--- src/rtl/fetch_stage_if.sv ---
// Fetch-stage bus: hazard/branch inputs, IMEM address/data and the IF/ID
// register with its decoded fields. master = fetch stage, slave = the rest
// of the pipeline (hazard unit, EX, IMEM, decode).
interface fetch_stage_if #(
    parameter int WL  = 32,
    parameter int HWL = 16
);
    logic           Stall;
    logic           BranchTaken;
    logic [WL-1:0]  BranchTarget;
    logic [WL-1:0]  PCF;
    logic [WL-1:0]  InstrF;
    logic [WL-1:0]  InstrD;
    logic [WL-1:0]  PCp4D;
    logic           ValidD;
    logic [5:0]     OpD;
    logic [4:0]     RsD;
    logic [4:0]     RtD;
    logic [4:0]     RdD;
    logic [4:0]     ShamtD;
    logic [5:0]     FunctD;
    logic [HWL-1:0] ImmD;
    logic           JumpD;
    logic [31:0]    FetchCount;

    modport master (
        input  Stall, BranchTaken, BranchTarget, InstrF,
        output PCF, InstrD, PCp4D, ValidD, OpD, RsD, RtD, RdD, ShamtD,
               FunctD, ImmD, JumpD, FetchCount
    );

    modport slave (
        output Stall, BranchTaken, BranchTarget, InstrF,
        input  PCF, InstrD, PCp4D, ValidD, OpD, RsD, RtD, RdD, ShamtD,
               FunctD, ImmD, JumpD, FetchCount
    );
endinterface

--- src/rtl/fetch_stage.sv ---
// IF stage plus IF/ID pipeline register. Owns the PC, presents it to IMEM,
// captures the returned word into IF/ID and slices it into decode fields.
// Redirect priority in RUN: EX branch > stall > ID jump > sequential fetch.
module fetch_stage #(
    parameter int            WL       = 32,
    parameter int            HWL      = 16,
    parameter logic [WL-1:0] RESET_PC = '0,
    parameter logic [WL-1:0] NOP      = '0
) (
    input  logic          CLK,
    input  logic          RST,
    fetch_stage_if.master bus
);
    typedef enum logic {ST_BOOT, ST_RUN} state_t;

    state_t        r_state;
    state_t        w_state_nxt;

    logic [WL-1:0] r_pc;
    logic [WL-1:0] r_instr;
    logic [WL-1:0] r_pcp4;
    logic          r_valid;
    logic [31:0]   r_count;

    logic [WL-1:0] w_pc_nxt;
    logic [WL-1:0] w_instr_nxt;
    logic [WL-1:0] w_pcp4_nxt;
    logic          w_valid_nxt;
    logic [31:0]   w_count_nxt;

    logic [WL-1:0] w_pc_plus4;
    logic [WL-1:0] w_jump_target;
    logic          w_jump;

    // Sequential PC wraps modulo 2^WL; low two bits pass through untouched.
    assign w_pc_plus4    = r_pc + WL'(4);
    // J/JAL resolved in ID: only a real (non-bubble) instruction may jump.
    assign w_jump        = r_valid & ((r_instr[31:26] == 6'h02) ||
                                      (r_instr[31:26] == 6'h03));
    assign w_jump_target = {r_pcp4[WL-1:WL-4], r_instr[25:0], 2'b00};

    // FSM state register.
    always_ff @(posedge CLK) begin
        if (RST) r_state <= ST_BOOT;
        else     r_state <= w_state_nxt;
    end

    // FSM next state: BOOT lasts exactly one cycle, RUN is steady state.
    always_comb begin
        w_state_nxt = r_state;
        case (r_state)
            ST_BOOT: w_state_nxt = ST_RUN;
            ST_RUN:  w_state_nxt = ST_RUN;
            default: w_state_nxt = ST_BOOT;
        endcase
    end

    // Next PC and IF/ID contents; first matching redirect rule wins.
    always_comb begin
        w_pc_nxt    = r_pc;
        w_instr_nxt = r_instr;
        w_pcp4_nxt  = r_pcp4;
        w_valid_nxt = r_valid;
        w_count_nxt = r_count;
        if (r_state == ST_BOOT) begin
            // PC held at RESET_PC, IF/ID stays a bubble; hazards ignored.
            w_instr_nxt = NOP;
            w_pcp4_nxt  = '0;
            w_valid_nxt = 1'b0;
        end else if (bus.BranchTaken) begin
            // Older instruction in EX redirects; whatever sits in ID
            // (stalled or not) is wrong-path, so flush it.
            w_pc_nxt    = bus.BranchTarget;
            w_instr_nxt = NOP;
            w_pcp4_nxt  = '0;
            w_valid_nxt = 1'b0;
        end else if (bus.Stall) begin
            // hold everything
        end else if (w_jump) begin
            // One-bubble jump penalty, no delay slot.
            w_pc_nxt    = w_jump_target;
            w_instr_nxt = NOP;
            w_pcp4_nxt  = '0;
            w_valid_nxt = 1'b0;
        end else begin
            w_pc_nxt    = w_pc_plus4;
            w_instr_nxt = bus.InstrF;
            w_pcp4_nxt  = w_pc_plus4;
            w_valid_nxt = 1'b1;
            w_count_nxt = r_count + 32'd1;
        end
    end

    // PC and IF/ID registers; reset discards everything mid-stream too.
    always_ff @(posedge CLK) begin
        if (RST) begin
            r_pc    <= RESET_PC;
            r_instr <= NOP;
            r_pcp4  <= '0;
            r_valid <= 1'b0;
            r_count <= '0;
        end else begin
            r_pc    <= w_pc_nxt;
            r_instr <= w_instr_nxt;
            r_pcp4  <= w_pcp4_nxt;
            r_valid <= w_valid_nxt;
            r_count <= w_count_nxt;
        end
    end

    assign bus.PCF        = r_pc;
    assign bus.InstrD     = r_instr;
    assign bus.PCp4D      = r_pcp4;
    assign bus.ValidD     = r_valid;
    assign bus.FetchCount = r_count;
    assign bus.JumpD      = w_jump;
    // Decode fields are zero-latency slices of the IF/ID word.
    assign bus.OpD        = r_instr[31:26];
    assign bus.RsD        = r_instr[25:21];
    assign bus.RtD        = r_instr[20:16];
    assign bus.RdD        = r_instr[15:11];
    assign bus.ShamtD     = r_instr[10:6];
    assign bus.FunctD     = r_instr[5:0];
    assign bus.ImmD       = r_instr[HWL-1:0];
endmodule

--- src/flat_wrapper.sv ---
// flat-port wrapper written by rule: the top's interface ports become plain ports
module fetch_stage_flat 
#(
    parameter int            WL       = 32,
    parameter int            HWL      = 16,
    parameter logic [WL-1:0] RESET_PC = '0,
    parameter logic [WL-1:0] NOP      = '0
)
  (CLK, RST, bus_Stall, bus_BranchTaken, bus_BranchTarget, bus_InstrF, bus_PCF, bus_InstrD, bus_PCp4D, bus_ValidD, bus_OpD, bus_RsD, bus_RtD, bus_RdD, bus_ShamtD, bus_FunctD, bus_ImmD, bus_JumpD, bus_FetchCount);
  fetch_stage_if #(.WL(WL), .HWL(HWL)) bus_i ();
  input  logic CLK;
  input  logic RST;
  input wire logic [$bits(bus_i.Stall)-1:0] bus_Stall;
  input wire logic [$bits(bus_i.BranchTaken)-1:0] bus_BranchTaken;
  input wire logic [$bits(bus_i.BranchTarget)-1:0] bus_BranchTarget;
  input wire logic [$bits(bus_i.InstrF)-1:0] bus_InstrF;
  output wire logic [$bits(bus_i.PCF)-1:0] bus_PCF;
  output wire logic [$bits(bus_i.InstrD)-1:0] bus_InstrD;
  output wire logic [$bits(bus_i.PCp4D)-1:0] bus_PCp4D;
  output wire logic [$bits(bus_i.ValidD)-1:0] bus_ValidD;
  output wire logic [$bits(bus_i.OpD)-1:0] bus_OpD;
  output wire logic [$bits(bus_i.RsD)-1:0] bus_RsD;
  output wire logic [$bits(bus_i.RtD)-1:0] bus_RtD;
  output wire logic [$bits(bus_i.RdD)-1:0] bus_RdD;
  output wire logic [$bits(bus_i.ShamtD)-1:0] bus_ShamtD;
  output wire logic [$bits(bus_i.FunctD)-1:0] bus_FunctD;
  output wire logic [$bits(bus_i.ImmD)-1:0] bus_ImmD;
  output wire logic [$bits(bus_i.JumpD)-1:0] bus_JumpD;
  output wire logic [$bits(bus_i.FetchCount)-1:0] bus_FetchCount;
  assign bus_i.Stall = bus_Stall;
  assign bus_i.BranchTaken = bus_BranchTaken;
  assign bus_i.BranchTarget = bus_BranchTarget;
  assign bus_i.InstrF = bus_InstrF;
  assign bus_PCF = bus_i.PCF;
  assign bus_InstrD = bus_i.InstrD;
  assign bus_PCp4D = bus_i.PCp4D;
  assign bus_ValidD = bus_i.ValidD;
  assign bus_OpD = bus_i.OpD;
  assign bus_RsD = bus_i.RsD;
  assign bus_RtD = bus_i.RtD;
  assign bus_RdD = bus_i.RdD;
  assign bus_ShamtD = bus_i.ShamtD;
  assign bus_FunctD = bus_i.FunctD;
  assign bus_ImmD = bus_i.ImmD;
  assign bus_JumpD = bus_i.JumpD;
  assign bus_FetchCount = bus_i.FetchCount;
  fetch_stage #(.WL(WL), .HWL(HWL), .RESET_PC(RESET_PC), .NOP(NOP)) u_core (.CLK(CLK), .RST(RST), .bus(bus_i));
endmodule
--- config.mk ---
export PLATFORM = sky130hd
export DESIGN_NAME = fetch_stage_flat
export DESIGN_NICKNAME = d
export VERILOG_FILES = /design/src/rtl/fetch_stage_if.sv /design/src/rtl/fetch_stage.sv /design/src/flat_wrapper.sv
export SDC_FILE = /design/constraint.sdc
export NUM_CORES = 1
export LEC_CHECK = 0
export BUFFER_PORTS_ARGS = -buffer_cell sky130_fd_sc_hd__buf_4
export CAP_MARGIN = 10
export CORE_MARGIN = 5
export CORE_UTILIZATION = 43
export DETAILED_ROUTE_END_ITERATION = 8
export PLACE_DENSITY = 0.81
export SLEW_MARGIN = 5
export SYNTH_ARGS = -nofsm -noshare
export SYNTH_HDL_FRONTEND = slang
export SYNTH_SLANG_ARGS = --single-unit
--- constraint.sdc ---
create_clock -name CLK -period 2.3 [get_ports CLK]
set_input_delay 0.115 -clock CLK [delete_from_list [all_inputs] [get_ports CLK]]
set_output_delay 0.115 -clock CLK [all_outputs]
set_load 0.02 [all_outputs]
== Yosys cells after proc, flatten, opt, wreduce, memory -nomap -nowiden ==
Cells that the tools add are included.

* Bits in registers: 130
* Output and inout port bits: 178

* Add/sub/neg operators: 2
* Eq/ne operators: 3
* Multiplexer cells: 7
* Bitwise gates (word level): 5
* Reduce and logical (&&, ||, !) cells: 4

{| class="wikitable"
|+ Operator list
! kind !! number
|-
| $mux W32 || 5
|-
| $add A32 B1 Y32 const B || 1
|-
| $add A32 B3 Y32 const B || 1
|-
| $eq A6 B2 Y1 const B || 2
|-
| $not A1 Y1 || 4
|-
| $reduce_and A4 Y1 || 1
|-
| $reduce_or A3 Y1 || 1
|-
| $mux W1 || 2
|-
| $ne A2 B1 Y1 const B || 1
|-
| $reduce_and A2 Y1 || 1
|-
| $and A1 B1 Y1 || 1
|-
| $logic_or A1 B1 Y1 || 1
|}

== Longest topological paths before layout ==
* Depth after elaboration: 6
* Depth in mapped cells: 7
* Depth with buffers taken out: 6

== Least setup slack after synthesis ==
Ideal clock, no wire load.

* Path type: register to register
* Start: reg u_core.r_pc[2] (netlist: u_core.bus.PCF[2])
* End: reg u_core.r_pc[22] (netlist: u_core.bus.PCF[22])
* Library setup time: 60 ps
* Arrival: 1961 ps
* Data required time: 2240 ps
* Path slack: 279 ps
* Stages on the path, launching flop included: 8
* Path through: dfxtp_1 -> ha_1 -> and3_1 -> buf_2 -> nand2_2 -> or4_1 -> a31oi_1 -> o221a_1

* Longest elaborated chain between the ends: 4

{| class="wikitable"
|+ Ends and longest elaborated chain
! item !! RTL line !! RTL
|-
| from (decl) || fetch_stage.sv:19 || <nowiki>logic [WL-1:0] r_pc;</nowiki>
|-
| from (signal assigned) || fetch_stage.sv:103 || <nowiki>r_pc <= w_pc_nxt;</nowiki>
|-
| $add A32 B3 Y32 || fetch_stage.sv:36 || <nowiki>assign w_pc_plus4 = r_pc + WL'(4);</nowiki>
|-
| $mux W32 || fetch_stage.sv:79 || <nowiki>end else if (w_jump) begin</nowiki>
|-
| $mux W32 || fetch_stage.sv:77 || <nowiki>end else if (bus.Stall) begin</nowiki>
|-
| $mux W32 || fetch_stage.sv:70 || <nowiki>end else if (bus.BranchTaken) begin</nowiki>
|}

Every way passes these cells. The select of a mux whose other input is x is not followed.
A chain may end at the register's enable or synchronous reset.

== Worst setup path after layout ==
* Start: reg u_core.r_instr[27] (netlist: u_core.bus.InstrD[27])
* End: reg u_core.r_pc[16] (netlist: u_core.bus.PCF[16])

* Longest elaborated chain between the ends: 6

{| class="wikitable"
|+ Ends and longest elaborated chain
! item !! RTL line !! RTL
|-
| from (decl) || fetch_stage.sv:20 || <nowiki>logic [WL-1:0] r_instr;</nowiki>
|-
| from (signal assigned) || fetch_stage.sv:104 || <nowiki>r_instr <= w_instr_nxt;</nowiki>
|-
| $eq A6 B2 Y1 (on tied branches) || fetch_stage.sv:38, fetch_stage.sv:39 ||
|-
| $logic_or A1 B1 Y1 * || fetch_stage.sv:38 || <nowiki>assign w_jump = r_valid & ((r_instr[31:26] == 6'h02) ||</nowiki>
|-
| $and A1 B1 Y1 * || fetch_stage.sv:38 ||
|-
| $mux W32 * || fetch_stage.sv:79 ||
|-
| $mux W32 * || fetch_stage.sv:77 ||
|-
| $mux W32 * || fetch_stage.sv:70 ||
|}

Every way passes the cells marked *; elsewhere a longest branch is shown, timed or not. The select of a mux whose other input is x is not followed.

==> results.cfg <==
[hold_path]
hold_class = in2reg
min_path_cells = 3
hold_path_end = u_core.bus.PCF[10]$_SDFFE_PP0P_
hold_start = bus_BranchTarget[10]

[power_and_ir_drop]
leakagePower_nw = 3.776
p_per_area_nw_per_um2 = 620.3
vdd_ir_drop_max_v = 0.0005108

[placed_design]
dp_cells = 1184
placed_cell_area_um2 = 8275
numPortBuffers = 245
gp_congestion = 0.9071
place_hpwl_mm = 17.03

[worst_setup_path]
r2r_cells = 6
required_ns = 2.66
reg2reg_from = u_core.bus.InstrD[27]$_SDFFE_PP0N_
crit_start = u_core.bus.InstrD[27]$_SDFFE_PP0N_
cpPeakStageDelay_ns = 0.69
timing.rr.end = u_core.bus.PCF[16]$_SDFFE_PP0P_
reg2reg_setup_slack_ns = 0.20
crit_chain = nor2b_1, buf_4, a21oi_1, o21ai_0, a41oi_1, o21a_1
crit_path_start_kind = flop
crit_slowest_cell = a21oi_1
cp_max_fo = 10
end_kind = flop
path_class = reg2reg
crit_arrival_ns = 2.46

[yosys]
yosysUniqueCellTypes = 64
synth_seq_cells = 130
syn_area_per_cell_um2 = 7.961
async_flop_share = 0
syn_nets = 891
syn_inst = 821
synth_edf_count = 0
yosys_warnings = 0
synth-seq-area-share = 0.3982
synth_flop_cell = dfxtp_1
netlist_area_um2 = 6536

[floorplanning]
design.core.area_um2 = 15030
fp.dieW_um = 133.3
die-height_um = 133.3
floorplan.initialDensity = 0.4348
io_pins = 246
dieArea_um2 = 17770
rows = 45

[route]
remaining_drc_errors = 0
drtIter0Drc = 644
vias_per_cell = 5.686
drt_pass1_iterations = 6
ant_nets = 0
vias = 7108
wirelength_mm = 23.73
wl_per_cell_um = 18.98

[global_route]
gr-total-overflow = 0
antenna_found_initial = 0
grt_pass1_wl_mm = 36.80
grt_max_degree = 56
first_global_vias = 6606
track_usage = 0.2575

[cts]
htree_levels = 4
clock_latency_ns = 0.42
cts_sinks = 130
cts.clk_slew.worst_paths_ns = 0.06
clockBufferDepth = 2
cts_inserted_buffers = 17
cts_tree = yes
root_buffer = clkbuf_16

[final_layout]
fin_nets = 1122
drive_above_1_share = 0.2957
finish.instance_area_um2 = 9199
insertedDiodeCount = 0
layout_common_cells = buf_4 (269), dfxtp_1 (130), nand2_1 (100)
utilization = 0.6119
syn_to_final_growth_pct = 40.74
final_common_cell = buf_4
finalNonFillerCells = 1250

[sta]
rsz0062_at_grt = false
tns_ns = 0
worst_pin_slew_ns = 0.8933
fin_skew_ns = 0.008062
finalCriticalPeriod_ns = 2.097
setup_violations = 0
fmax_ghz = 0.4768
drv_slew = 0
finalHoldViolCount = 0
post-route-period-util = 0.9118
relSlewSlack = 0.4045

[outcome]
status = finished clean

[flow_run]
maxCapViolCount = 0
## registers in the layout (all words and copies together), names as in the netlist
name,count
u_core.bus.ValidD,1
u_core.r_state,1
u_core.bus.FetchCount,32
u_core.bus.PCF,32
u_core.bus.PCp4D,32
u_core.bus.InstrD,32
## power breakdown
part           switching, mW  total [mW]  internal [mW]  leakage (nW)
Clock                  0.963        2.59           1.63         0.269
Sequential            0.0880        2.40           2.31          1.06
Combinational          0.386       0.715          0.329          2.45
Total                   1.44        5.71           4.27          3.78
## through the flow
step                      hold WS (ns)  total power, mW  worst slack (ns)
final                          0.01168            5.706            0.2029
after global routing           0.02894            5.868           0.09071
after CTS                     0.003637            5.704            0.1396
after detailed placement        0.3966            3.100            0.1204
after global placement          0.3863            3.091            0.2610
after floorplan                 0.2826            2.788            0.2790
## worst max-delay path, delay by kind of cell (launching register included)
kind	cells	cell delay (ns)
AOI/OAI and AO/OA	4	1.39
DFF	1	0.34
and+or+nand+nor	1	0.16
buffers and inverters	1	0.15
## cell families (layout without fill, tap and decap cells)
group	after synthesis	count (layout)	share of synthesized area
and+or+nand+nor	333	333	0.2624
adders and majority gates	2	2	0.003828
DFF	130	130	0.3982
buffers and inverters	110	351	0.09399
xor gates and xnor gates	37	37	0.04958
AOI/OAI and AO/OA	207	207	0.1888
muxes	2	2	0.003254
## final cells by class
type	instances	area [µm²]
Clock buffer	23	467.9
Clock inverter	6	82.58
Fill cell	1301	5834
Inverter	14	52.55
Multi-Input combinational cell	581	3328
Sequential cell	130	2603
Tap cell	188	235.2
Timing Repair Buffer	308	2430
## how the worst max path moves through the flow
| stage | cells past startpoint | slack (ns) | endpoint |
|---|---|---|---|
| 3_5_place_dp | 6 | 0.12 | u_core.bus.PCp4D[26]$_SDFFE_PP0N_ |
| 6_report | 6 | 0.20 | u_core.bus.PCF[16]$_SDFFE_PP0P_ |
| 4_1_cts | 6 | 0.14 | u_core.bus.PCp4D[17]$_SDFFE_PP0N_ |
| 5_1_grt | 6 | 0.09 | u_core.bus.PCF[24]$_SDFFE_PP0P_ |
| 3_3_place_gp | 6 | 0.26 | u_core.bus.PCp4D[30]$_SDFFE_PP0N_ |
| 2_1_floorplan | 7 | 0.28 | u_core.bus.PCF[22]$_SDFFE_PP0P_ |
## Yosys cell counts, types with 5 or more instances
| master | count | area share |
|---|---|---|
| and4_1 | 11 | 0.015 |
| nor2_1 | 62 | 0.036 |
| a31oi_1 | 8 | 0.0077 |
| buf_4 | 50 | 0.057 |
| nand4_1 | 19 | 0.018 |
| o21ai_0 | 56 | 0.043 |
| clkbuf_1 | 29 | 0.017 |
| dfxtp_1 | 130 | 0.40 |
| inv_1 | 13 | 0.0075 |
| buf_1 | 6 | 0.0034 |
| nor4_1 | 12 | 0.011 |
| or3_1 | 24 | 0.023 |
| xnor2_1 | 28 | 0.038 |
| a211oi_1 | 5 | 0.0057 |
| nand3_1 | 60 | 0.046 |
| a21oi_1 | 86 | 0.066 |
| o221ai_1 | 7 | 0.0094 |
| and2_1 | 7 | 0.0067 |
| nor3_1 | 10 | 0.0077 |
| and3_1 | 6 | 0.0057 |
| xor2_1 | 9 | 0.012 |
| o211ai_1 | 5 | 0.0057 |
| nand2_1 | 102 | 0.059 |
| o21a_1 | 5 | 0.0057 |
| buf_2 | 11 | 0.0084 |
## metal layers
layer / up-vias / part of all wire / GRT usage / wire length (µm)
met5: - / 0 / 0 / 0
met4: 0 / 0.040 / 0.1126 / 947
met3: 65 / 0.084 / 0.06344 / 2003
met2: 339 / 0.46 / 0.4038 / 10940
met1: 3358 / 0.41 / 0.3374 / 9835
li1: 3346 / - / - / -
## repair_timing
item / in CTS / in global routing
endpoints found under the setup margin: 0 / 19
hold endpoints to repair: 37 / 0
setup buffers: 0 / 0
resized for setup: 0 / 1
hold buffers: 37 / 0
No activity file was read; power rests on OpenSTA's default activity.
